[config.mk]
export PLATFORM = sky130hd
export DESIGN_NAME = mem_port_arbiter
export DESIGN_NICKNAME = d
export VERILOG_FILES = /design/src/rtl/mips_mem_pkg.sv /design/src/rtl/mem_arb_watchdog.sv /design/src/rtl/mem_port_arbiter.sv
export SDC_FILE = /design/constraint.sdc
export NUM_CORES = 1
export LEC_CHECK = 0
export ABC_AREA = 0
export CORE_ASPECT_RATIO = 1.2
export CORE_UTILIZATION = 38
export CTS_CLUSTER_DIAMETER = 120
export CTS_CLUSTER_SIZE = 30
export DETAILED_ROUTE_END_ITERATION = 8
export PLACE_DENSITY_LB_ADDON = 0.12
export SKIP_CTS_REPAIR_TIMING = 1
export SLEW_MARGIN = 30
export SYNTH_ARGS = -nofsm -noshare
export SYNTH_HDL_FRONTEND = slang
export SYNTH_HIERARCHICAL = 1
export SYNTH_SLANG_ARGS = --single-unit
[constraint.sdc]
create_clock -name clk_i -period 1.8 [get_ports clk_i]
set_input_delay 0.27 -clock clk_i [delete_from_list [all_inputs] [get_ports clk_i]]
set_output_delay 0.27 -clock clk_i [all_outputs]
set_load 0.05 [all_outputs]
[src/rtl/mips_mem_pkg.sv]
// mips_mem_pkg: shared types and arbitration helper for the unified memory port
package mips_mem_pkg;
  typedef enum logic [1:0] {ARB_IDLE, ARB_BUSY, ARB_RESP} arb_state_t;
  typedef enum logic {OWN_FETCH, OWN_DATA} arb_owner_t;
  function automatic arb_owner_t arb_pick(input logic fetch, input logic data, input logic run_full);
    return (data && !(fetch && run_full)) ? OWN_DATA : OWN_FETCH;
  endfunction
endpackage

[src/rtl/mem_arb_watchdog.sv]
// mem_arb_watchdog: counts busy cycles and flags the last cycle before a timeout abort
module mem_arb_watchdog #(
  parameter int LIMIT = 255
) (
  input  logic clk_i,
  input  logic reset_n_i,
  input  logic clr_i,
  input  logic en_i,
  output logic hit_o
);
  localparam int CW = $clog2(LIMIT + 1);
  logic [CW-1:0] cnt_q, cnt_d;
  assign cnt_d = clr_i ? '0 : en_i ? cnt_q + CW'(1) : cnt_q;
  assign hit_o = cnt_q == CW'(LIMIT - 1);
  always_ff @(posedge clk_i or negedge reset_n_i)
    if (!reset_n_i) cnt_q <= '0;
    else cnt_q <= cnt_d;
endmodule

[src/rtl/mem_port_arbiter.sv]
// mem_port_arbiter: shares one variable-latency memory between fetch and data requesters
module mem_port_arbiter
  import mips_mem_pkg::*;
#(
  parameter int AW = 32,
  parameter int DW = 32,
  parameter int MAX_DATA_RUN = 4,
  parameter int TIMEOUT = 255
) (
  input  logic          clk_i,
  input  logic          reset_n_i,
  input  logic          fetch_req_i,
  input  logic [AW-1:0] fetch_addr_i,
  output logic          fetch_done_o,
  output logic [DW-1:0] fetch_rdata_o,
  input  logic          data_req_i,
  input  logic          data_we_i,
  input  logic [AW-1:0] data_addr_i,
  input  logic [DW-1:0] data_wdata_i,
  output logic          data_done_o,
  output logic [DW-1:0] data_rdata_o,
  output logic          stall_f_o,
  output logic          stall_m_o,
  output logic          mem_req_o,
  output logic          mem_we_o,
  output logic [AW-1:0] mem_addr_o,
  output logic [DW-1:0] mem_wdata_o,
  input  logic [DW-1:0] mem_rdata_i,
  input  logic          mem_ready_i,
  output logic          err_o
);
  localparam int RW = $clog2(MAX_DATA_RUN + 1);
  arb_state_t state_q, state_d;
  arb_owner_t owner_q, owner_d, pick;
  logic [RW-1:0] run_q, run_d;
  logic [AW-1:0] addr_q, addr_d;
  logic [DW-1:0] wdata_q, wdata_d, frd_q, frd_d, drd_q, drd_d;
  logic we_q, we_d, fdone_q, fdone_d, ddone_q, ddone_d, err_q, err_d;
  logic busy, ready, hit, wd_hit, grant, run_full;
  assign busy = state_q == ARB_BUSY;
  assign ready = busy && mem_ready_i;
  assign hit = busy && !mem_ready_i && wd_hit;
  assign run_full = run_q == RW'(MAX_DATA_RUN);
  assign pick = arb_pick(fetch_req_i, data_req_i, run_full);
  // a timeout done pulse lands in IDLE while its request is still held; do not re-grant it
  assign grant = state_q == ARB_IDLE && (fetch_req_i || data_req_i) && !fdone_q && !ddone_q;
  mem_arb_watchdog #(.LIMIT(TIMEOUT)) u_wd (
    .clk_i    (clk_i),
    .reset_n_i(reset_n_i),
    .clr_i    (!busy),
    .en_i     (busy),
    .hit_o    (wd_hit)
  );
  always_comb begin
    state_d = state_q == ARB_RESP ? ARB_IDLE : state_q;
    owner_d = owner_q;
    run_d = run_q;
    addr_d = addr_q;
    we_d = we_q;
    wdata_d = wdata_q;
    frd_d = frd_q;
    drd_d = drd_q;
    fdone_d = 1'b0;
    ddone_d = 1'b0;
    err_d = err_q || hit;
    if (grant) begin
      state_d = ARB_BUSY;
      owner_d = pick;
      addr_d = (pick == OWN_DATA ? data_addr_i : fetch_addr_i) & ~AW'(3);
      we_d = pick == OWN_DATA && data_we_i;
      wdata_d = pick == OWN_DATA ? data_wdata_i : '0;
      run_d = pick == OWN_FETCH ? '0 : (fetch_req_i && !run_full) ? run_q + RW'(1) : run_q;
    end
    if (ready || hit) begin
      state_d = ready ? ARB_RESP : ARB_IDLE;
      fdone_d = owner_q == OWN_FETCH;
      ddone_d = owner_q == OWN_DATA;
      frd_d = owner_q == OWN_FETCH ? (ready ? mem_rdata_i : '0) : frd_q;
      drd_d = (owner_q == OWN_DATA && (hit || !we_q)) ? (ready ? mem_rdata_i : '0) : drd_q;
    end
  end
  always_ff @(posedge clk_i or negedge reset_n_i)
    if (!reset_n_i) begin
      state_q <= ARB_IDLE;
      owner_q <= OWN_FETCH;
      run_q <= '0;
      addr_q <= '0;
      we_q <= 1'b0;
      wdata_q <= '0;
      frd_q <= '0;
      drd_q <= '0;
      fdone_q <= 1'b0;
      ddone_q <= 1'b0;
      err_q <= 1'b0;
    end else begin
      state_q <= state_d;
      owner_q <= owner_d;
      run_q <= run_d;
      addr_q <= addr_d;
      we_q <= we_d;
      wdata_q <= wdata_d;
      frd_q <= frd_d;
      drd_q <= drd_d;
      fdone_q <= fdone_d;
      ddone_q <= ddone_d;
      err_q <= err_d;
    end
  assign mem_req_o = busy;
  assign mem_we_o = we_q;
  assign mem_addr_o = addr_q;
  assign mem_wdata_o = wdata_q;
  assign fetch_done_o = fdone_q;
  assign data_done_o = ddone_q;
  assign fetch_rdata_o = frd_q;
  assign data_rdata_o = drd_q;
  assign stall_f_o = fetch_req_i && !fdone_q;
  assign stall_m_o = data_req_i && !ddone_q;
  assign err_o = err_q;
endmodule
==> flow_metrics.env, run 1 <==
export IMPL_status="finished clean"
export IMPL_hold_class="in -> async"
export IMPL_yosysWarnings=6
export IMPL_ant_nets=0
export IMPL_worstMarginPinSlew_ns=0.588
export IMPL_netlist_instances=545
export IMPL_rows=50
export IMPL_detail_route_wl_per_cell_um=18.9
export IMPL_reg2reg_from="u_wd/cnt_q[0]"
export IMPL_fp_dieH_um=141
export IMPL_synthFlopType="dfrtp_1"
export IMPL_relSlewSlack_pct=60.8
export IMPL_finalSetupViolations=0
export IMPL_fin_worst_skew_ns=0.00848
export IMPL_r2r_slack_ns=0.008
export IMPL_slew_viol_final=0
export IMPL_layout_nets=960
export IMPL_cts_made_buffers=17
export IMPL_seq_area_frac_synth_pct=59.0
export IMPL_core_mm2=0.0156
export IMPL_power_per_cell_area_mw_per_mm2=1880
export IMPL_synth_edff_count=0
export IMPL_criticalPathCategory="reg -> reg"
export IMPL_cts_tree="done"
export IMPL_crit_fanout=7
export IMPL_synth_commonest_cells="144 x dfrtp_1, 65 x a22o_1, 41 x inv_1, 36 x nand2_1"
export IMPL_area_delta_synth_final_pct=65.2
export IMPL_clkSinkCount=144
export IMPL_synthDistinctLibCells=40
export IMPL_pin_count=269
export IMPL_maxCapViolCount=0
export IMPL_min_period_ns=1.79
export IMPL_antennaDiodeCount=0
export IMPL_worst_setup_path_end_kind="register"
export IMPL_grt_pass1_wl_mm=29.6
export IMPL_yosys_area_top_type="dfrtp_1"
export IMPL_grt_pass1_vias=5624
export IMPL_fin_util_pct=64.5
export IMPL_hold_slack_ns=0.358
export IMPL_synth_area_leaders="dfrtp_1 59%, a22o_1 9.3%, mux2i_1 5.2%"
export IMPL_rr_worst_depth=8
export IMPL_startpoint_type="register"
export IMPL_portBuffers=262
export IMPL_use_met3_pct=6.31
export IMPL_ys_seq_elements=144
export IMPL_cts_reportedPaths_clkPinSlew_ns=0.07
export IMPL_max_vdd_ir_drop_v=0.000916
export IMPL_synth_top_area_share_pct=59.0
export IMPL_grt_busiest_layer="met2"
export IMPL_async_reset_ff_share_pct=100
export IMPL_timing_final_hold_violations=0
export IMPL_insertion_delay_ns=0.42
export IMPL_drtPass1Iterations=5
export IMPL_grt_usage_pct=22.7
export IMPL_crit_arrival_ns=2.10
export IMPL_drt_iter0_drc=243
export IMPL_met1_usage_pct=27.7
export IMPL_max_freq_mhz=558
export IMPL_syn_area_mm2=0.00611
export IMPL_htreeDepth=4
export IMPL_wirelength_mm=19.7
export IMPL_die_w_um=118
export IMPL_cp_endpoint="fetch_rdata_o[29]"
export IMPL_p_leak_nw=5.34
export IMPL_grt_max_degree=49
export IMPL_post_drt_via_cell_ratio=5.23
export IMPL_gp_congestion=0.814
export IMPL_finalCritPeriodShare_pct=99.6
export IMPL_dp_hpwl_mm=12.7
export IMPL_drive_above_1_share_pct=16.3
export IMPL_fillers=1242
export IMPL_finalPower_mw=18.9
export IMPL_dieArea_mm2=0.0166
export IMPL_fin_tns_setup_ns=0
export IMPL_design_area_mm2=0.0101
export IMPL_cp_data_required_time_ns=2.11
export IMPL_reg2reg_to="fetch_rdata_o[29]"
export IMPL_drc=0
export IMPL_start_util_pct=39.1
export IMPL_grt_util_met2_pct=38.1
export IMPL_antenna_found_initial=0
export IMPL_rsz0062_at_grt="yes"
export IMPL_critPathLaunch="u_wd/cnt_q[0]"
export IMPL_place_area_mm2=0.00903
export IMPL_vias=5454
export IMPL_clk_path_buf_depth=2
export IMPL_overflow=0
export IMPL_avgSynthCellArea_um2=11.2
export IMPL_yosysMostFrequentCell="dfrtp_1"
export IMPL_clk_root_buffer_cell="clkbuf_16"
[metrics by stage]
step | setup slack (ns) | instances
floorplan | 0.00705 | 546
global placement | -0.0199 | 998
detailed placement | -0.0637 | 998
CTS | -0.302 | 1030
global route | -0.0655 | 1043
finish | 0.00765 | 1043
[report_power, final]
part | internal, mW | switching [mW]
registers | 4.45 | 0.730
clock network | 2.06 | 1.45
logic | 3.71 | 6.53
total | 10.2 | 8.72
[per-layer routing]
layer	part of all wire, %	up-vias
met4	1.6	0
li1	-	2491
met2	51	247
met5	0	-
met1	41	2695
met3	7.3	21
[critical path, cell delays in order (launching register included)]
cell and delay (ns):
dfrtp_1 0.38, inv_2 0.08, ha_4 0.14, nand3_4 0.08
nor2_4 0.13, nor2_4 0.06, or3_4 0.41, clkbuf_16 0.20
a22o_1 0.21
[layout by cell type, fill, tap and decap left out, types with 4 or more instances in the layout]
cell type,n
clkbuf_16,20
inv_1,39
dfrtp_1,142
clkinvlp_4,5
buf_6,4
buf_4,63
inv_6,4
clkdlybuf4s50_1,128
mux2i_1,29
o21ai_0,34
dlymetal6s2s_1,93
buf_12,12
a31oi_1,30
nor2_1,6
a22o_1,65
nand3_1,33
nand2_1,36
a21oi_1,34
[area by class of cell]
| cell class | count | area, µm² | area share, % |
|---|---|---|---|
| clock buffers | 18 | 429 | 4.25 |
| clock inverters | 14 | 156 | 1.55 |
| inverters | 41 | 158 | 1.56 |
| multi-input cells | 312 | 2160 | 21.4 |
| flip-flops and latches | 144 | 3610 | 35.7 |
| well taps | 208 | 260 | 2.58 |
| repair buffers | 306 | 3320 | 32.9 |
[kinds of logic (layout without fill, tap and decap cells)]
logic type                 after synthesis  in the layout  synth area share (%)
AOI/OAI and AO/OA                      172            172                  19.5
DFF                                    144            144                  59.0
and+or+nand+nor                         98             98                  8.07
buffers and inverters                   90            379                  6.80
muxes                                   32             32                  5.24
adders and majority gates                4              4                 0.819
xor gates and xnor gates                 4              4                 0.573
other                                    1              2                0.0614
[registers in the layout, indices dropped and copies added (netlist names)]
register / count
fetch_rdata_o: 32
data_done_o: 1
mem_we_o: 1
mem_addr_o: 30
mem_wdata_o: 32
run_q: 3
u_wd/cnt_q: 8
data_rdata_o: 32
owner_q: 1
err_o: 1
fetch_done_o: 1
state_q: 2
[how the worst min path moves through the flow]
stage	startpoint	end	slack, ns	cells after the start
2_1_floorplan	reset_n_i	data_done_o	-0.03	0
3_3_place_gp	reset_n_i	mem_wdata_o[2]	0.24	1
3_5_place_dp	reset_n_i	mem_wdata_o[2]	0.24	1
4_1_cts	reset_n_i	mem_wdata_o[2]	-0.21	1
5_1_grt	reset_n_i	mem_wdata_o[2]	0.37	2
6_report	reset_n_i	mem_wdata_o[2]	0.36	2
Note: power is estimated with default switching activity, not from simulation.
==> run 2, diff against run 1 <==
Settings changed: CTS_CLUSTER_SIZE 30 to unset, SETUP_SLACK_MARGIN set to 0.15.
==> run 2 against run 1 <==
  * The flow now finishes with violations (negative setup slack)
  * Clock skew hardly changed
  * Die area stayed put
  * Via count up 1.5%
  * Wire length grew 2.2%
  * Utilization rose by 0.99 points
  * Design area is 1.5% higher
  * Count of clock-buffer cells in the layout rose by 1
  * Setup slack worse by 0.044 ns
  * Final cell count increased by 1.6%
  * Highest routed layer unchanged
==> flow_metrics.env, run 2 (same netlist as run 1, synthesis figures left out) <==
export IMPL_power_per_cell_area_mw_per_mm2=1870
export IMPL_antenna_found_initial=1
export IMPL_final_cells=1060
export IMPL_wirelength_mm=20.1
export IMPL_relSlewSlack_pct=64.3
export IMPL_finalCritPeriodShare_pct=102
export IMPL_start_util_pct=39.1
export IMPL_final_cell_mix="142 x dfrtp_1, 127 x clkdlybuf4s50_1, 90 x dlymetal6s2s_1"
export IMPL_timing_final_hold_violations=0
export IMPL_clkSinkCount=144
export IMPL_ant_nets=0
export IMPL_insertion_delay_ns=0.42
export IMPL_max_freq_mhz=545
export IMPL_cts_reportedPaths_clkPinSlew_ns=0.06
export IMPL_fp_dieH_um=141
export IMPL_slowest_stage="or3_4"
export IMPL_fin_ws_ns=-0.0360
export IMPL_grt_max_degree=63
export IMPL_final_common_cell="dfrtp_1"
export IMPL_htreeDepth=4
export IMPL_drive_above_1_share_pct=18.4
export IMPL_violations="negative setup slack"
export IMPL_rows=50
export IMPL_fin_util_pct=65.5
export IMPL_power_frac_comb_pct=55.2
export IMPL_area_delta_synth_final_pct=67.7
export IMPL_clk_path_buf_depth=2
export IMPL_worstMarginPinSlew_ns=0.534
export IMPL_regArea_mm2=0.00361
export IMPL_detail_route_wl_per_cell_um=19.0
export IMPL_status="finished with violations"
export IMPL_drc=0
export IMPL_finalPower_mw=19.2
export IMPL_fillers=1229
export IMPL_slew_viol_final=0
export IMPL_fin_worst_skew_ns=0.00844
export IMPL_switching_power_mw=8.81
export IMPL_p_int_mw=10.3
export IMPL_dp_cells=998
export IMPL_fin_tns_setup_ns=-0.528
export IMPL_overflow=0
export IMPL_layout_nets=976
export IMPL_finalSetupViolations=32
export IMPL_criticalPathCategory="reg -> reg"
export IMPL_grt_pass1_wl_mm=28.7
export IMPL_dp_hpwl_mm=12.6
export IMPL_crit_fanout=17
export IMPL_max_vdd_ir_drop_v=0.00123
export IMPL_seqPwrFrac_pct=27.0
export IMPL_drt_iter0_drc=260
export IMPL_die_w_um=118
export IMPL_cts_tree="done"
export IMPL_post_drt_via_cell_ratio=5.22
export IMPL_slowest_delay_ns=0.39
export IMPL_path_cells="inv_1 -> ha_2 -> nand3_2 -> nor2_4 -> nor2_4 -> or3_4 -> buf_12 -> a22o_1"
export IMPL_worst_setup_path_end_kind="register"
export IMPL_startpoint_type="register"
export IMPL_power_share_clock_pct=17.8
export IMPL_clk_root_buffer_cell="clkbuf_16"
export IMPL_p_leak_nw=5.45
export IMPL_grt_pass1_vias=5669
export IMPL_multi_input_area_mm2=0.00215
export IMPL_rr_worst_depth=8
export IMPL_cts_made_buffers=17
export IMPL_drtPass1Iterations=4
export IMPL_maxCapViolCount=0
export IMPL_portBuffers=262
export IMPL_pin_count=269
export IMPL_gp_congestion=0.786
export IMPL_crit_arrival_ns=2.14
export IMPL_r2r_slack_ns=-0.04
export IMPL_cp_data_required_time_ns=2.11
export IMPL_core_mm2=0.0156
export IMPL_grt_usage_pct=22.1
export IMPL_vias=5538
export IMPL_dieArea_mm2=0.0166
export IMPL_rsz0062_at_grt="yes"
export IMPL_min_period_ns=1.84
export IMPL_crit_path_frequent_cell="nor2_4"
export IMPL_netSwitchingFraction_pct=46.0
export IMPL_hold_class="in -> async"
[run 2: cell count changes in the layout (fill, tap and decap cells not counted), moves of 3 or more]
cell            change
clkbuf_16           +3
buf_6               +5
buf_4              +13
dlymetal6s2s_1      -3
[run 2: area by class of cell]
cell class                 instances  share of cell area, %
inverter                          41                   1.58
clock inverter                    13                   1.27
antenna                            1                 0.0244
sequential                       144                   35.2
clock buffer                      19                   4.32
timing repair buffer             322                   34.1
tap                              208                   2.54
multi-input combinational        312                   21.0
[run 2: per-stage QoR]
step	setup WS (ns)	hold WS [ns]	area, µm²
finish	-0.0360	0.256	10200
global route	-0.121	0.257	10200
CTS	-0.0968	-0.333	9610
detailed placement	-0.102	0.118	9030
global placement	-0.0206	0.118	9030
floorplan	0.0110	-0.0256	6190
[run 2: critical path, delay by kind of cell, from the launching register on]
| family | cells | cell delay [ns] |
|---|---|---|
| buffers and inverters | 2 | 0.25 |
| adder cells (fa/ha/maj) | 1 | 0.17 |
| AND/OR/NAND/NOR | 4 | 0.67 |
| AO/OA/AOI/OAI | 1 | 0.24 |
| flip-flops | 1 | 0.38 |
[run 2: path summary, 6_finish.rpt]
kind / to / start
max in group asynchronous: fetch_done_o / reset_n_i
max: fetch_rdata_o[9] / u_wd/cnt_q[0]
max reg2reg: fetch_rdata_o[9] / u_wd/cnt_q[0]
min reg2reg: err_o / err_o
min: mem_wdata_o[0] / reset_n_i
min in group clk_i: run_q[2] / data_req_i
[run 2: routing by layer]
layer	up-vias	global-route usage, %	routed length (µm)	share of wire [%]
met1	2729	25.4	8160	41
met5	-	0	0	0
met2	234	38.0	10100	50
li1	2528	-	-	-
met3	47	5.74	1180	5.9
met4	0	11.5	697	3.5
[run 2: power groups by stage]
| stage | logic [mW] | registers, mW | clock network, mW |
|---|---|---|---|
| CTS | 10.0 | 5.18 | 3.49 |
| finish | 10.6 | 5.17 | 3.41 |
| global placement | 9.84 | 5.17 | 0 |
| global route | 11.0 | 5.32 | 3.63 |
| detailed placement | 9.98 | 5.21 | 0 |
| floorplan | 2.69 | 9.04 | 0 |
